[config.mk]
export PLATFORM = sky130hd
export DESIGN_NAME = ray_dispatcher
export DESIGN_NICKNAME = d
export VERILOG_FILES = /design/src/rtl/ray_dispatcher_pkg.sv /design/src/rtl/ray_dispatcher_raster_counter.sv /design/src/rtl/ray_dispatcher.sv
export VERILOG_INCLUDE_DIRS = /design/src /design/src/rtl
export SDC_FILE = /design/constraint.sdc
export NUM_CORES = 1
export LEC_CHECK = 0
export ABC_CLOCK_PERIOD_IN_PS = 5640
export BUFFER_PORTS_ARGS = -buffer_cell sky130_fd_sc_hd__buf_2
export CORE_UTILIZATION = 35
export CTS_BUF_LIST = sky130_fd_sc_hd__clkbuf_16
export DETAILED_ROUTE_END_ITERATION = 16
export GPL_TIMING_DRIVEN = 0
export PLACE_DENSITY = 0.59
export SLEW_MARGIN = 40
export SYNTH_ARGS = -nofsm -noshare
export SYNTH_HDL_FRONTEND = slang
export SYNTH_SLANG_ARGS = --single-unit
[constraint.sdc]
create_clock -name clk -period 5.64 [get_ports clk]
set_input_delay 0.282 -clock clk [delete_from_list [all_inputs] [get_ports clk]]
set_output_delay 0.282 -clock clk [all_outputs]
set_load 0.01 [all_outputs]
[src/rtl/common_defs.svh]
// Shared fixed-point definitions: Q11.21 coordinate type used across the ray pipeline.
`ifndef COMMON_DEFS_SVH
`define COMMON_DEFS_SVH

typedef logic signed [31:0] fp;
localparam int unsigned FP_FRAC = 21;

`endif

[src/rtl/ray_dispatcher_pkg.sv]
// Types and helpers for the raster front-end that feeds ray_unit.
package ray_dispatcher_pkg;

    `include "common_defs.svh"

    localparam int unsigned FRAC_SCREEN = FP_FRAC;
    localparam int unsigned COORD_W     = 10;

    localparam logic [7:0] PIX_HIT  = 8'hFF;
    localparam logic [7:0] PIX_MISS = 8'h00;

    typedef logic [COORD_W-1:0] coord_t;

    typedef enum logic [1:0] {
        ST_IDLE,
        ST_ISSUE,
        ST_WAIT,
        ST_EMIT
    } state_t;

    // Integer pixel coordinate placed in the integer field of a Q11.21 word.
    function automatic fp coord_to_fp(input coord_t c);
        logic [31:0] w;
        w = '0;
        w[FRAC_SCREEN +: COORD_W] = c;
        return fp'(w);
    endfunction

endpackage

[src/rtl/ray_dispatcher_raster_counter.sv]
// Raster-order (x, y) walker with end-of-line, start-of-frame and end-of-frame flags.
module raster_counter
    import ray_dispatcher_pkg::*;
#(
    parameter int unsigned H_RES = 640,
    parameter int unsigned V_RES = 480
) (
    input  logic   clk,
    input  logic   rst,
    input  logic   clear,
    input  logic   advance,
    output coord_t x,
    output coord_t y,
    output logic   eol,
    output logic   sof,
    output logic   last
);

    assign eol  = (x == coord_t'(H_RES - 1));
    assign sof  = (x == '0) && (y == '0);
    assign last = eol && (y == coord_t'(V_RES - 1));

    always_ff @(posedge clk) begin
        if (rst || clear) begin
            x <= '0;
            y <= '0;
        end else if (advance) begin
            if (eol) begin
                x <= '0;
                y <= last ? '0 : y + coord_t'(1);
            end else begin
                x <= x + coord_t'(1);
            end
        end
    end

endmodule

[src/rtl/ray_dispatcher.sv]
// Walks a frame in raster order, issues one ray at a time to ray_unit and streams grayscale pixels.
module ray_dispatcher
    import ray_dispatcher_pkg::*;
#(
    parameter int unsigned H_RES   = 640,
    parameter int unsigned V_RES   = 480,
    parameter int unsigned TIMEOUT = 65535
) (
    input  logic       clk,
    input  logic       rst,
    input  logic       start,
    output logic       busy,
    output logic       frame_done,
    output logic       timeout_err,
    output fp          screen_x,
    output fp          screen_y,
    output logic       ray_valid,
    input  logic       ray_done,
    input  logic       ray_hit,
    output logic [7:0] pix_tdata,
    output logic       pix_tvalid,
    input  logic       pix_tready,
    output logic       pix_tuser,
    output logic       pix_tlast
);

    localparam int unsigned WD_W = (TIMEOUT > 1) ? $clog2(TIMEOUT) : 1;
    localparam logic [WD_W-1:0] WD_LIMIT = WD_W'(TIMEOUT - 1);

    state_t          state;
    logic [WD_W-1:0] wdog;
    coord_t          x;
    coord_t          y;
    logic            eol;
    logic            sof;
    logic            last;
    logic            frame_clear;
    logic            advance;

    assign frame_clear = (state == ST_IDLE) && start;
    assign advance     = (state == ST_EMIT) && pix_tready;

    raster_counter #(
        .H_RES(H_RES),
        .V_RES(V_RES)
    ) u_raster (
        .clk    (clk),
        .rst    (rst),
        .clear  (frame_clear),
        .advance(advance),
        .x      (x),
        .y      (y),
        .eol    (eol),
        .sof    (sof),
        .last   (last)
    );

    // Coordinates come straight off the raster registers, so they stay put until the next advance.
    assign screen_x = coord_to_fp(x);
    assign screen_y = coord_to_fp(y);

    always_ff @(posedge clk) begin
        if (rst) begin
            state       <= ST_IDLE;
            wdog        <= '0;
            busy        <= 1'b0;
            frame_done  <= 1'b0;
            timeout_err <= 1'b0;
            ray_valid   <= 1'b0;
            pix_tdata   <= '0;
            pix_tvalid  <= 1'b0;
            pix_tuser   <= 1'b0;
            pix_tlast   <= 1'b0;
        end else begin
            frame_done <= 1'b0;
            case (state)
                ST_IDLE: begin
                    if (start) begin
                        busy        <= 1'b1;
                        timeout_err <= 1'b0;
                        ray_valid   <= 1'b1;
                        state       <= ST_ISSUE;
                    end
                end
                ST_ISSUE: begin
                    ray_valid <= 1'b0;
                    wdog      <= '0;
                    state     <= ST_WAIT;
                end
                ST_WAIT: begin
                    if (ray_done) begin
                        pix_tdata  <= ray_hit ? PIX_HIT : PIX_MISS;
                        pix_tvalid <= 1'b1;
                        pix_tuser  <= sof;
                        pix_tlast  <= eol;
                        state      <= ST_EMIT;
                    end else if (wdog == WD_LIMIT) begin
                        pix_tdata   <= PIX_MISS;
                        pix_tvalid  <= 1'b1;
                        pix_tuser   <= sof;
                        pix_tlast   <= eol;
                        timeout_err <= 1'b1;
                        state       <= ST_EMIT;
                    end else begin
                        wdog <= wdog + WD_W'(1);
                    end
                end
                ST_EMIT: begin
                    if (pix_tready) begin
                        pix_tvalid <= 1'b0;
                        pix_tuser  <= 1'b0;
                        pix_tlast  <= 1'b0;
                        if (last) begin
                            frame_done <= 1'b1;
                            busy       <= 1'b0;
                            state      <= ST_IDLE;
                        end else begin
                            ray_valid <= 1'b1;
                            state     <= ST_ISSUE;
                        end
                    end
                end
                default: state <= ST_IDLE;
            endcase
        end
    end

endmodule
Word level (Yosys, flattened, before mapping). Index checks and enable logic that the tools add are counted.

Bitwise gates (word level): 2. Eq/ne operators: 14. Multiplexer cells: 35. Reductions and logical operators: 23. $add $sub $neg: 3.

Operator list (count): 16-bit two-way mux (2); 16-bit one-hot mux with 2 select lines (1); 8-bit two-way mux (3); 10-bit by 1-bit adder with 10-bit output (second input constant) (2); 10-bit logical NOT (2); 10-bit two-way mux (2); 16-bit by 1-bit adder with 16-bit output (second input constant) (1); 16-bit == test (second input constant) (1); 1-bit two-way mux (16); 2-bit != test (second input constant) (6); 4-bit AND reduction (3); 10-bit == test (second input constant) (1); 10-bit by 9-bit == test with 1-bit output (second input constant) (1); 1-bit one-hot mux with 2 select lines (5); 2-bit nonzero test (5); 3-bit AND reduction (3); 2-bit two-way mux (4); 2-bit one-hot mux with 4 select lines (1); 2-bit == test (second input constant) (2); 1-bit logical AND (4); 2-bit AND reduction (2); 3-bit != test (second input constant) (1); 1-bit one-hot mux with 3 select lines (1); 3-bit nonzero test (1); other kinds (6) (7).

Input bits: 6. Flip-flop bits (word level): 53. Output and inout port bits: 79. Logic and storage cells: 89.

Logic depth before layout (Yosys ltp).
Depth in word-level cells: 5. Depth in mapped cells: 8. Mapped depth without buffers: 7.

Hierarchy. Synthesis repeated with hierarchy kept, for this count alone.

Cell total of the unflattened synthesis: 344. Area, all modules: 2925.3 µm².

Modules (own cells, without submodules): ray_dispatcher (area each 1833.0 µm², cells an instance 215, instances 1, sequential area each 520.5 µm²); raster_counter (area each 1092.3 µm², cells an instance 129, instances 1, sequential area each 400.4 µm²).

Worst setup path after synthesis. OpenSTA, ideal clock, no wires.

Path type: register to register. Start: register u_raster.x[9]. End: register ray_valid. Clock period less this slack: 1.988 ns. Setup time: 0.121 ns. Stages on the path, launching flop included: 6. Path slack: 3.652 ns. Arrival: 1.867 ns. Path buffers: 0. Cells stage by stage: dfxtp_1 or3b_2 nor3_1 nand4_2 o21ai_0 mux2_2.

Word-level cells in the longest chain between the ends: 4.

RTL lines: start, declared (line ray_dispatcher_raster_counter.sv:12) `output coord_t x,`; start signal, assigned (line ray_dispatcher_raster_counter.sv:32) `x <= x + coord_t'(1);`; 10-bit == test (line ray_dispatcher_raster_counter.sv:19) `assign eol = (x == coord_t'(H_RES - 1));`; 1-bit logical AND (line ray_dispatcher_raster_counter.sv:21) `assign last = eol && (y == coord_t'(V_RES - 1));`; 2-bit != test (no line); 4-bit AND reduction (no line); end signal, assigned (line ray_dispatcher.sv:69) `ray_valid <= 1'b0;`; end signal, assigned (line ray_dispatcher.sv:81) `ray_valid <= 1'b1;`; end signal, assigned (line ray_dispatcher.sv:86) `ray_valid <= 1'b0;`; end, declared (line ray_dispatcher.sv:17) `output logic ray_valid,`.

Every way passes these cells. A chain may end at the register's enable or synchronous reset.

Worst setup path after layout.
Start: register state[0]. End: register wdog[10].

Word-level cells in the longest chain between the ends: 3. Elaborated cells on any way between the ends: 7.

RTL lines: start, declared (line ray_dispatcher.sv:30) `state_t state;`; start signal, assigned (line ray_dispatcher.sv:64) `state <= ST_IDLE;`; start signal, assigned (line ray_dispatcher.sv:82) `state <= ST_ISSUE;`; start signal, assigned (line ray_dispatcher.sv:88) `state <= ST_WAIT;`; 2-bit == test / 2-bit by 1-bit == test with 1-bit output (equally long branches) (line ray_dispatcher.sv:76) `case (state)`; 2-bit != test (no line) / 2-bit nonzero test (equally long branches); 3-bit AND reduction (no line); end signal, assigned (line ray_dispatcher.sv:105) `wdog <= wdog + WD_W'(1);`; end, declared (line ray_dispatcher.sv:31) `logic [WD_W-1:0] wdog;`.

Parallel ways exist; a longest one is shown, timed or not.

==> results.toml <==
[hold_path]
hold_class = "input pin to register"

[setup_path]
crit_required_ns = 5.87
path_max_fanout = 10
arrival_ns = 2.53
path_class = "register to register"
end_kind = "register"
start_kind = "register"

[place]
gp_congestion = 0.833
dp_hpwl_mm = 4.99
placed_cells = 542
numPortBuffers = 39
pre_cts_slack_ns = 3.38

[clock_network]
htreeDepth = 2
cts_tree = "yes"
hold_buffers = 0
clockBufferDepth = 2
cts_resized = 0
numCtsBuffers = 5
clk_latency_ns = 0.28
cts-root-buf = "clkbuf_16"
post-cts-setup-buffer-count = 0
clk_pin_slew_worst_paths_ns = 0.06
cts.sinks = 46

[global_route]
grt_usage_pct = 15.8
grt_pass1_wl_mm = 10.9
grt_max_degree = 15
grt_antenna_before_repair = 0
grt_pass1_vias = 2293
overflow = 0

[route]
drt_wl_total_mm = 6.61
via_count = 2596
first_pass_iters = 4
drt_iter0_drc = 113
routed_via_density = 4.72
antenna_left = 0
drc = 0
wire_per_inst_um = 12.0

[pwr]
p_leak_nw = 1.54
power_density_nw_per_um2 = 268
max-vdd-ir-drop_mv = 0.127

[sta]
setup_viol = 0
worstMarginPinSlew_ns = 0.569
maxSlewViolCount = 0
tns_ns = 0
hold_viol_final = 0
finalWorstSetupSlack_ns = 3.34
min_period_ns = 2.30
maxSlewHeadroom_pct = 61.7
clock_skew_ns = 0.00423
rsz0062_at_grt = "false"
max_freq_ghz = 0.434
finalCritPeriodShare_pct = 40.8

[yosys]
synth.largest_area_cell = "dfxtp_1"
ys_seq_elements = 46
synthTopCellsByCount = "buf_4, dfxtp_1, nor2_1"
synth_cells = 358
synth_area_leaders = "dfxtp_1, buf_4, nor2_1, ha_1, xor2_1"
synth_top_area_share_pct = 31.8
synth_edf_count = 0
yosysWarnings = 0
async_flop_share_pct = 0
synth.distinct_cells = 47
synth.most_common_cell = "buf_4"
syn_area_um2 = 2900
seq_area_frac_synth_pct = 31.8
syn_avg_cell_area_um2 = 8.10
synth-main-ff-cell = "dfxtp_1"

[layout]
drive_above_1_share_pct = 24.8
n_fill_cell = 781
fin_cells = 550
n_antenna_cell = 0
nNetsFinal = 464
area_delta_synth_final_pct = 21.6

[floorplanning]
pin_count = 85
die_h_um = 93.0
core-area_um2 = 7890
rows = 32
initial_core_util_pct = 36.8
die-area_um2 = 8650
die_x_um = 93.0

[run_status]
status = "complete, no violations"

[run]
max-cap-violations = 0
## registers in the layout, summed over array words and instances (netlist names)
register and cells:
u_raster.x 10, u_raster.y 10, state 2, pix_tuser 1, pix_tdata 1, pix_tlast 1
pix_tvalid 1, ray_valid 1, busy 1, frame_done 1, wdog 16, timeout_err 1
## kinds of logic after synthesis
family,synth area share [%]
AND/OR/NAND/NOR,27.1
buffers and inverters,17.0
XOR/XNOR,6.04
AO/OA/AOI/OAI,11.8
flip-flops,31.8
multiplexers,1.47
adder cells (fa/ha/maj),4.75
other,0.129
## power breakdown
group          total [mW]  leakage (nW)  switching, mW  internal (mW)
Combinational       0.295          1.10          0.174          0.121
Clock               0.284        0.0689          0.122          0.162
Sequential          0.367         0.372         0.0196          0.347
## critical path, cell delays in order, from the launching register on
cell and delay (ns):
dfxtp_1 0.35, inv_1 0.13, ha_1 0.17, clkbuf_1 0.33
nand2b_1 0.24, a211oi_1 0.32, o21ai_0 0.22, or4_1 0.42
nand2_1 0.07
## final cells by class
class	count	area (um^2)	area share, %
Timing Repair Buffer	39	195	5.54
Clock buffer	5	125	3.55
Tap cell	102	128	3.62
Sequential cell	46	921	26.1
Clock inverter	3	16.3	0.461
Inverter	17	63.8	1.81
Buffer	61	429	12.2
Multi-Input combinational cell	277	1650	46.7
## path summary, 6_finish.rpt
path	start	endpoint	slack [ns]	depth (start not counted)
setup / recovery	state[0]	wdog[10]	3.34	8
hold / removal	ray_hit	pix_tdata[6]	0.30	3
setup reg to reg	state[0]	wdog[10]	3.34	8
hold reg to reg	pix_tuser	pix_tuser	0.48	2
## layer usage
metal | global-route usage (%) | wire [um]
met5 | 0 | 0
met4 | 4.62 | 81
met3 | 4.23 | 359
met2 | 25.6 | 3120
met1 | 20.4 | 3050
## cell usage in the layout, fill, tap and decap left out, types with 3 or more instances in the layout
master and n:
nand2b_1 6, nor2_1 38, inv_1 17, nand3_1 24, buf_2 39, dfxtp_1 46, buf_4 51, nor3_1 7
and3_1 3, a31oi_1 3, nand2_1 25, a211oi_1 4, o21ai_0 8, nor2b_1 3, o31ai_1 3, a21oi_1 16
o211ai_1 3, clkbuf_16 5, nand4b_1 4, xor2_1 15, clkbuf_1 8, nand4_1 10, ha_1 11, o2111ai_1 3
and4_1 3, xnor2_1 5, conb_1 44, nor4_1 6
## stage by stage
stage / util, % / hold WS (ns) / area, um^2 / power (mW)
floorplan: - / 0.456 / 3060 / 0.592
global placement: 42.9 / 0.471 / 3380 / 0.665
detailed placement: 42.9 / 0.465 / 3380 / 0.667
CTS: 44.7 / 0.300 / 3530 / 0.953
global route: 44.7 / 0.315 / 3530 / 1.01
finish: 44.7 / 0.304 / 3530 / 0.946
Note: power is estimated with default switching activity, not from simulation.
